<file path="src/rtl/rat_step_unit.sv">
// -----------------------------------------------------------------------------
// rat_step_unit
//
// Move arithmetic and direction sequencing for the maze-solving datapath.
//
// The adder applies a +1 or -1 step to a 4-bit grid coordinate (0..15).
// The range check reports when that step would leave the grid.
// A 2-bit counter steps the controller through the four move directions.
//
// Ports
//   clk            rising-edge clock (counter only)
//   rst            asynchronous, active-low counter reset
//   add_a          unsigned coordinate operand (x or y)
//   add_b          step operand, two's complement (0001 = +1, 1111 = -1)
//   add_cin        adder carry-in (tied to 0 by the datapath)
//   add_sum        (add_a + add_b + add_cin) mod 16
//   add_cout       carry out of bit 3
//   out_of_range   the step leaves the 0..15 grid
//   rst_counter    synchronous clear of the direction counter
//   ld_counter     synchronous load of counter_ld_val
//   inc_counter    synchronous increment (mod 4)
//   counter_ld_val load value
//   counter_val    current direction index
//   co             high while the direction index is 3
// -----------------------------------------------------------------------------
module rat_step_unit (
  input  logic       clk,
  input  logic       rst,
  input  logic [3:0] add_a,
  input  logic [3:0] add_b,
  input  logic       add_cin,
  output logic [3:0] add_sum,
  output logic       add_cout,
  output logic       out_of_range,
  input  logic       rst_counter,
  input  logic       ld_counter,
  input  logic       inc_counter,
  input  logic [1:0] counter_ld_val,
  output logic [1:0] counter_val,
  output logic       co
);

  // 5-bit unsigned sum; bit 4 is the carry out of bit 3.
  function automatic logic [4:0] step_add(input logic [3:0] a,
                                          input logic [3:0] b,
                                          input logic       cin);
    return {1'b0, a} + {1'b0, b} + {4'b0000, cin};
  endfunction

  // add_b is a signed offset added to an unsigned coordinate. A positive
  // offset leaves the grid when it carries out; a negative offset (sign bit
  // set, so it looks like b+16 unsigned) leaves the grid when it does NOT
  // carry out, i.e. the true result went below zero.
  function automatic logic step_out_of_range(input logic       cout,
                                             input logic [3:0] b);
    return cout ^ b[3];
  endfunction

  logic [4:0] sum_full;
  logic [1:0] cnt_q;
  logic [1:0] cnt_nxt;

  always_comb begin
    sum_full     = step_add(add_a, add_b, add_cin);
    add_sum      = sum_full[3:0];
    add_cout     = sum_full[4];
    out_of_range = step_out_of_range(sum_full[4], add_b);
  end

  // Clear beats load beats increment; load never gets incremented on top.
  always_comb begin
    cnt_nxt = cnt_q;
    if (rst_counter)
      cnt_nxt = 2'd0;
    else if (ld_counter)
      cnt_nxt = counter_ld_val;
    else if (inc_counter)
      cnt_nxt = cnt_q + 2'd1;
  end

  // ---- direction counter register ----
  always_ff @(posedge clk or negedge rst) begin
    if (!rst)
      cnt_q <= 2'd0;
    else
      cnt_q <= cnt_nxt;
  end

  assign counter_val = cnt_q;
  assign co          = (cnt_q == 2'd3);

endmodule

</file>
<file path="config.mk">
export PLATFORM = sky130hd
export DESIGN_NAME = rat_step_unit
export DESIGN_NICKNAME = d
export VERILOG_FILES = /design/src/rtl/rat_step_unit.sv
export SDC_FILE = /design/constraint.sdc
export NUM_CORES = 1
export LEC_CHECK = 0
export BUFFER_PORTS_ARGS = -buffer_cell sky130_fd_sc_hd__buf_2
export CAP_MARGIN = 5
export CORE_AREA = 3 3 40 42
export DETAILED_ROUTE_END_ITERATION = 7
export DIE_AREA = 0 0 43 45
export PLACE_DENSITY = 0.58
export SYNTH_ARGS = -nofsm -noshare
export SYNTH_HDL_FRONTEND = slang
export SYNTH_SLANG_ARGS = --single-unit
</file>
<file path="constraint.sdc">
create_clock -name clk -period 2 [get_ports clk]
set_input_delay 0.4 -clock clk [delete_from_list [all_inputs] [get_ports clk]]
set_output_delay 0.4 -clock clk [all_outputs]
set_load 0.03 [all_outputs]
</file>
* Word level (Yosys, flattened, before mapping)
Index checks and enable logic that the tools add are counted.
** Word-level totals
- Logic and storage cells :: 10
- Output and inout bits :: 9
- Bits of input ports :: 16
- Register bits :: 2
** Operators by class
- Reduce and logical (&&, ||, !) cells :: 1
- Bitwise gates (word level) :: 1
- Muxes and demuxes :: 3
- Add/subtract/negate cells :: 3
- Eq/ne operators :: 1
** Operators by type and width (count)
- $mux W2 :: 3
- $add A4 B4 Y5 :: 1
- $add A5 B1 Y5 :: 1
- $reduce_bool A3 Y1 :: 1
- $add A2 B1 Y2 const B :: 1
- $eq A2 B2 Y1 const B :: 1
- $xor A1 B1 Y1 :: 1

* Depth between registers and ports, before layout
Gate-level depths: netlist of the first run.
- Word-level depth :: 4
- Mapped depth :: 6
- Mapped depth without buffers :: 6

* Worst setup path after synthesis of the first run
OpenSTA, ideal clock, no wires.
- Kind :: input to output
- From :: in add_a[0]
- To :: out out_of_range
- Path slack :: -466 ps
- Data required time :: 1600 ps
- Cell stages on the path :: 6
- Data arrival time :: 2066 ps
- Buffers on the path :: 0
- Cells stage by stage :: fa_1 > inv_1 > fa_1 > nand2b_1 > a21oi_2 > xor2_1
** On the way
- Word-level cells in the longest chain between the ends :: 3
** RTL lines
- from (decl) :: line 29 : input logic [3:0] add_a,
- $add A4 B4 Y5 :: line 47 : return {1'b0, a} + {1'b0, b} + {4'b0000, cin};
- $add A5 B1 Y5 :: line 47
- net add_cout :: line 33 : output logic add_cout,
- $xor A1 B1 Y1 :: line 56 : return cout ^ b[3];
- to (decl) :: line 34 : output logic out_of_range,
The timed path passes the listed nets, and every way through them passes these cells.

* Worst setup path in the final report of the first run
- From :: in add_cin
- To :: out out_of_range
** On the way
- Word-level cells in the longest chain between the ends :: 2
** RTL lines
- from (decl) :: line 31 : input logic add_cin,
- $add A5 B1 Y5 :: line 47
- $xor A1 B1 Y1 :: line 56
Every way passes these cells.

==> impl_metrics.toml, run 1 <==
[outcome]
status = "complete, but fails checks"
violations = "setup timing"

[timing]
skew_ns = 0.00551
slew_headroom_pct = 86.7
fin_crit_sh_pct = 106
slew_viol_final = 0
rsz0062_at_grt = "true"
setup_slack_ns = -0.121
worst_pin_slew_ns = 0.198
timing.hold.ws_ns = 0.345
max_freq_mhz = 471
setup_tns_ns = -0.296
finalCriticalPeriod_ns = 2.12
setup-violations-final = 3
hold_viol_final = 0

[synthesis]
yosysTopAreaCell = "dfrtp_1"
post_synth_instance_area_um2 = 268
netlist_instances = 27
synth.avg_cell_area_um2 = 9.92
yosys_register_bits = 2
netlist_top_cells_area = "dfrtp_1 (19%), ha_1 (19%), fa_1 (15%)"
ys_types = 12
ys_seq_area_share_pct = 18.7
yosysWarnings = 0
synthesis.nets = 49
synth.top_cell.area_share_pct = 18.7

[critical_path]
criticalPathCategory = "input pin to output pin"
r2r_start = "counter_val[0]$_DFFE_PN0P_"
slowest_delay_ns = 0.35
critPathLaunchType = "input pin"
crit_family = "adder cells"
crit_path_end_kind = "output pin"
cp-startpoint = "add_cin"
critPathRequiredTime_ns = 1.60
slowest_stage = "fa_2"
cp.arrival_ns = 1.72
path_cells = "buf_6 -> fa_2 -> inv_2 -> fa_2 -> nand2b_4 -> a21oi_4 -> xor2_4 -> buf_6"
rrSetupSlack_ns = 0.77
r2r_cells = 4
r2r_end = "counter_val[1]$_DFFE_PN0P_"
critPathBufInv = 3
cp_max_fo = 2

[drt]
viasPerCell = 4.03
drtIter0Drc = 3
drc = 0
routed_wl_um = 763
ant_nets = 0
wl_per_cell_um = 10.2
dr.pass1.iters = 2
num_vias = 302

[cells_and_area]
area_delta_synth_final_pct = 110
final_nets = 84
drive_above_1_share_pct = 68.3
fin_util_pct = 43.7
nFillCells = 125
n_antenna_cell = 0
largest_reg_flops = 2

[global_route]
track_usage_pct = 8.28
overflow = 0
grt_pass1_vias = 302
grt_max_degree = 4
grt_first_pass_wirelength_mm = 1.07
antenna_found_initial = 0

[floorplan]
io_pins = 25
placementRows = 13
fp.dieW_um = 43
die-area_mm2 = 0.00194
core_mm2 = 0.00128
die_h_um = 45
start_util_pct = 20.8

[min_path]
worstHoldStart = "rst_counter"
min_path_type = "input pin to register"
min_to = "counter_val[0]$_DFFE_PN0P_"
hold_depth = 2

[clocking]
cts_tree = "done"
clockBufferDepth = 2
clk_pin_slew_ns = 0.03
clk_latency_ns = 0.22
ctsHtreeMaxLevel = 1
cts_buffers = 3
cts.root.buffer_cell = "clkbuf_4"
cts_num_sinks = 2

[placement]
gp_congestion = 0.644
preCtsSetupSlack_ns = -0.223
port_buffers = 24

[power]
p_per_area_mw_per_mm2 = 602
total_power_w = 0.000338
p_leak_nw = 0.308
ir_drop_mv = 0.169

[flow_run]
cap_violations = 0
what timing repair did:
item / CTS / global route
hold buffers: 1 / 0
endpoints found under the setup margin: 5 / 5
buffers inserted: 1 / 2
gates cloned: 0 / 0
endpoints found under the hold margin: 2 / 0
resized for setup: 9 / 8
pin swaps: 5 / 3
how the worst max path moves through the flow:
stage / end / cells past startpoint
after global placement: out_of_range / 8
after global routing: out_of_range / 8
final: out_of_range / 8
after floorplan: out_of_range / 6
after CTS: out_of_range / 8
after detailed placement: out_of_range / 8
cell families after synthesis:
logic type / after synthesis / synth area share [%]
fa+ha+maj: 6 / 33.6
mux: 3 / 11.7
xor+xnor: 4 / 13.1
compound gates: 3 / 9.35
flops: 2 / 18.7
buf+inv: 4 / 5.61
simple gates: 5 / 7.94
placed cells by master (no fill, tap or decap):
cell and count:
a21o_1 1, inv_1 2, buf_2 16, dfrtp_1 2
xor2_1 1, xor2_4 1, mux2i_1 2, a21oi_2 1
clkbuf_4 3, mux2_2 1, nor2_1 4, inv_2 2
nand2b_4 1, fa_2 2, dlygate4sd3_1 1, xnor2_1 2
buf_4 6, a21oi_4 1, buf_6 7, ha_1 4
power by group:
part	internal [W]	switching [W]	leakage, nW
sequential	0.0000442	0.00000271	0.0260
combinational	0.0000964	0.000109	0.269
clock	0.0000660	0.0000206	0.0138
per-layer routing:
layer | vias to the layer above | track usage, % | wire length (µm)
li1 | 153 | - | -
met1 | 142 | 5.85 | 217
met2 | 7 | 17.1 | 506
met3 | 0 | 1.20 | 39
met4 | 0 | 9.04 | 0
met5 | - | 0 | 0
synth_stat cells:
master / instances
dfrtp_1: 2
ha_1: 4
a21o_1: 1
a21oi_2: 2
nor2_1: 4
xor2_1: 2
mux2i_1: 2
xnor2_1: 2
mux2_2: 1
fa_1: 2
inv_1: 4
nand2b_1: 1
worst reg2reg max path, stage by stage (launching register included):
cell     delay, ns
dfrtp_1       0.39
ha_1          0.29
mux2_2        0.26
mux2i_1       0.12
nor2_1        0.05
metrics by stage:
stage,cells,area (µm²)
after floorplan,27,304
after global placement,68,458
after detailed placement,68,458
after CTS,73,531
after global routing,75,562
final,75,562
layout make-up:
cell class | instances | area [µm²] | area share, %
multi-input combinational | 21 | 241 | 43.0
timing repair buffer | 30 | 214 | 38.1
sequential | 2 | 50.0 | 8.91
clock buffer | 3 | 22.5 | 4.01
tap | 15 | 18.8 | 3.34
inverter | 4 | 15.0 | 2.67
Power figures use the tool's default switching activity.
==> run 2, diff against run 1 <==
Settings changed: ABC_AREA set to 1, PLACE_DENSITY 0.58 to 0.63, SETUP_SLACK_MARGIN set to 0.1.
==> run 2 against run 1 <==
The flow now finishes without violations. Synthesized cell count grew 93%. Largest power group unchanged. Maximum frequency grew 7.6%. Core utilization grew 2.6 points. Non-clock buffer count shrank 3. Critical path depth grew 1. Design area grew 6.0%. Sequential share of layout area shrank 0.51 points. Clock power shrank 2%. Via count grew 42%. Worst setup slack gained 0.15 ns.
==> impl_metrics.toml, run 2 <==
[outcome]
status = "finished clean"

[synthesis]
yosysTopAreaCell = "nand2_1"
synth.avg_cell_area_um2 = 6.42
ys_types = 12
synth-edff-count = 0
synth.most_common_cell = "nand2_1"
yosysWarnings = 0
synthesis.nets = 74
synthTopCellsByCount = "nand2_1 (17), inv_1 (11), nand3_1 (6)"
synthFlopType = "dfrtp_1"
netlist_top_cells_area = "nand2_1 (19%), dfrtp_1 (15%), ha_1 (15%)"
ys_seq_area_share_pct = 15.0
synth.top_cell.area_share_pct = 19.1
post_synth_instance_area_um2 = 334
yosys_register_bits = 2
netlist_instances = 52
ys_async_sr_fraction_pct = 100

[cells_and_area]
area_delta_synth_final_pct = 78.3
final_nets = 106
multi_input_area_um2 = 280
instances_no_fill = 97
n_antenna_cell = 0
drive_above_1_share_pct = 54.9
final_cell_mix = "buf_2 (18), nand2_1 (14), inv_1 (8), buf_6 (6)"
post-route-cell-area_um2 = 596
final-seq-area_um2 = 50.0
nFillCells = 149
largest_reg_flops = 2
final_common_cell = "buf_2"

[placement]
dp_cells = 93
dpl_cell_area_um2 = 490
port_buffers = 24
gp_congestion = 0.680
dp_hpwl_um = 715
preCtsSetupSlack_ns = -0.107

[timing]
setup-violations-final = 0
hold_viol_final = 0
skew_ns = 0.00000656
max_freq_mhz = 507
rsz0062_at_grt = "true"
timing.hold.ws_ns = 0.460
setup_slack_ns = 0.0288
worst_pin_slew_ns = 0.227
slew_viol_final = 0
finalCriticalPeriod_ns = 1.97
fin_crit_sh_pct = 98.6
slew_headroom_pct = 84.8

[floorplan]
core_mm2 = 0.00128
io_pins = 25
die_h_um = 45
placementRows = 13
die-area_mm2 = 0.00194
fp.dieW_um = 43
start_util_pct = 26.0

[power]
p_int_w = 0.000197
pwr-share-clk_pct = 25.5
switching_share_pct = 40.8
combPwrFrac_pct = 60.3
p_leak_nw = 0.346
pwr-share-seq_pct = 14.1
p_per_area_mw_per_mm2 = 558
p_switching_w = 0.000135
ir_drop_mv = 0.559

[drt]
routed_wl_um = 871
drc = 0
viasPerCell = 4.42
ant_nets = 0
wl_per_cell_um = 8.98
drtIter0Drc = 2
num_vias = 429
dr.pass1.iters = 3

[critical_path]
slowest_stage = "fa_2"
cp.arrival_ns = 1.57
crit_path_end_kind = "output pin"
slowest_delay_ns = 0.39
critPathRequiredTime_ns = 1.60
path_cells = "buf_6 -> fa_2 -> inv_2 -> fa_2 -> inv_2 -> nand3_2 -> nand3_2 -> nand2_2 -> buf_6"
critPathLaunchType = "input pin"
cp_max_fo = 2
criticalPathCategory = "input pin to output pin"

[clocking]
cts_setup_buffers = 0
cts_buffers = 3
cts.root.buffer_cell = "clkbuf_4"
clk_pin_slew_ns = 0.03
ctsHtreeMaxLevel = 1
cts_num_sinks = 2
clockBufferDepth = 2
cts_tree = "done"
clk_latency_ns = 0.22

[flow_run]
cap_violations = 0

[global_route]
grt_max_degree = 7
antenna_found_initial = 0
overflow = 0
grt_first_pass_wirelength_mm = 1.61
grt_pass1_vias = 426
track_usage_pct = 11.0

[min_path]
min_path_type = "input pin to register"
==> run 2: cell type report <==
cell class	instances	area share [%]
multi-input combinational	39	47.1
timing repair buffer	27	30.7
sequential	2	8.40
inverter	11	6.93
clock buffer	3	3.78
tap	15	3.15
==> run 2: power by group through the flow <==
stage / clock (W) / combinational, W / sequential, W
6_report: 0.0000849 / 0.000201 / 0.0000470
3_3_place_gp: 0 / 0.000161 / 0.0000476
3_5_place_dp: 0 / 0.000162 / 0.0000475
4_1_cts: 0.0000884 / 0.000182 / 0.0000471
5_1_grt: 0.0000985 / 0.000221 / 0.0000477
2_1_floorplan: 0 / 0.000103 / 0.0000536
==> run 2: final timing paths <==
path	start	end	slack, ns	depth (start not counted)
max	add_cin	out_of_range	0.03	9
min	inc_counter	counter_val[1]$_DFFE_PN0P_	0.46	4
max reg2reg	counter_val[0]$_DFFE_PN0P_	counter_val[1]$_DFFE_PN0P_	0.95	5
min reg2reg	counter_val[1]$_DFFE_PN0P_	counter_val[1]$_DFFE_PN0P_	0.50	2
max in group asynchronous	rst	counter_val[0]$_DFFE_PN0P_	1.41	2
min in group asynchronous	rst	counter_val[1]$_DFFE_PN0P_	0.50	2
==> run 2: layer usage <==
layer	wire, µm	global-route usage, %	vias to the layer above
met5	0	0	-
met4	11	5.42	0
met3	99	5.18	2
met2	472	19.8	17
met1	288	10.7	188
li1	-	-	222
==> run 2: logic make-up after synthesis <==
family          synth area share [%]
simple gates                    37.1
buf+inv                         12.4
fa+ha+maj                       27.0
compound gates                  5.99
flops                           15.0
xor+xnor                        2.62
==> run 2: what timing repair did <==
action,CTS,global route
hold endpoints to repair,2,0
resized for setup,12,11
hold buffers,1,0
pin swaps,5,5
endpoints found under the setup margin,4,5
==> run 2: worst max-delay path, delay by kind of cell <==
kind,cells,cell delay [ns]
adder cells (fa/ha/maj),2,0.59
buffers and inverters,4,0.33
AND/OR/NAND/NOR,3,0.25
==> run 2: metrics by stage <==
step           util (%)  total power [W]  setup TNS (ns)
6_report           46.3         0.000332               0
5_1_grt            46.3         0.000367         -0.0123
4_1_cts            43.3         0.000318               0
3_5_place_dp       38.2         0.000210          -0.235
3_3_place_gp       38.2         0.000208          -0.152
2_1_floorplan         -         0.000156               0
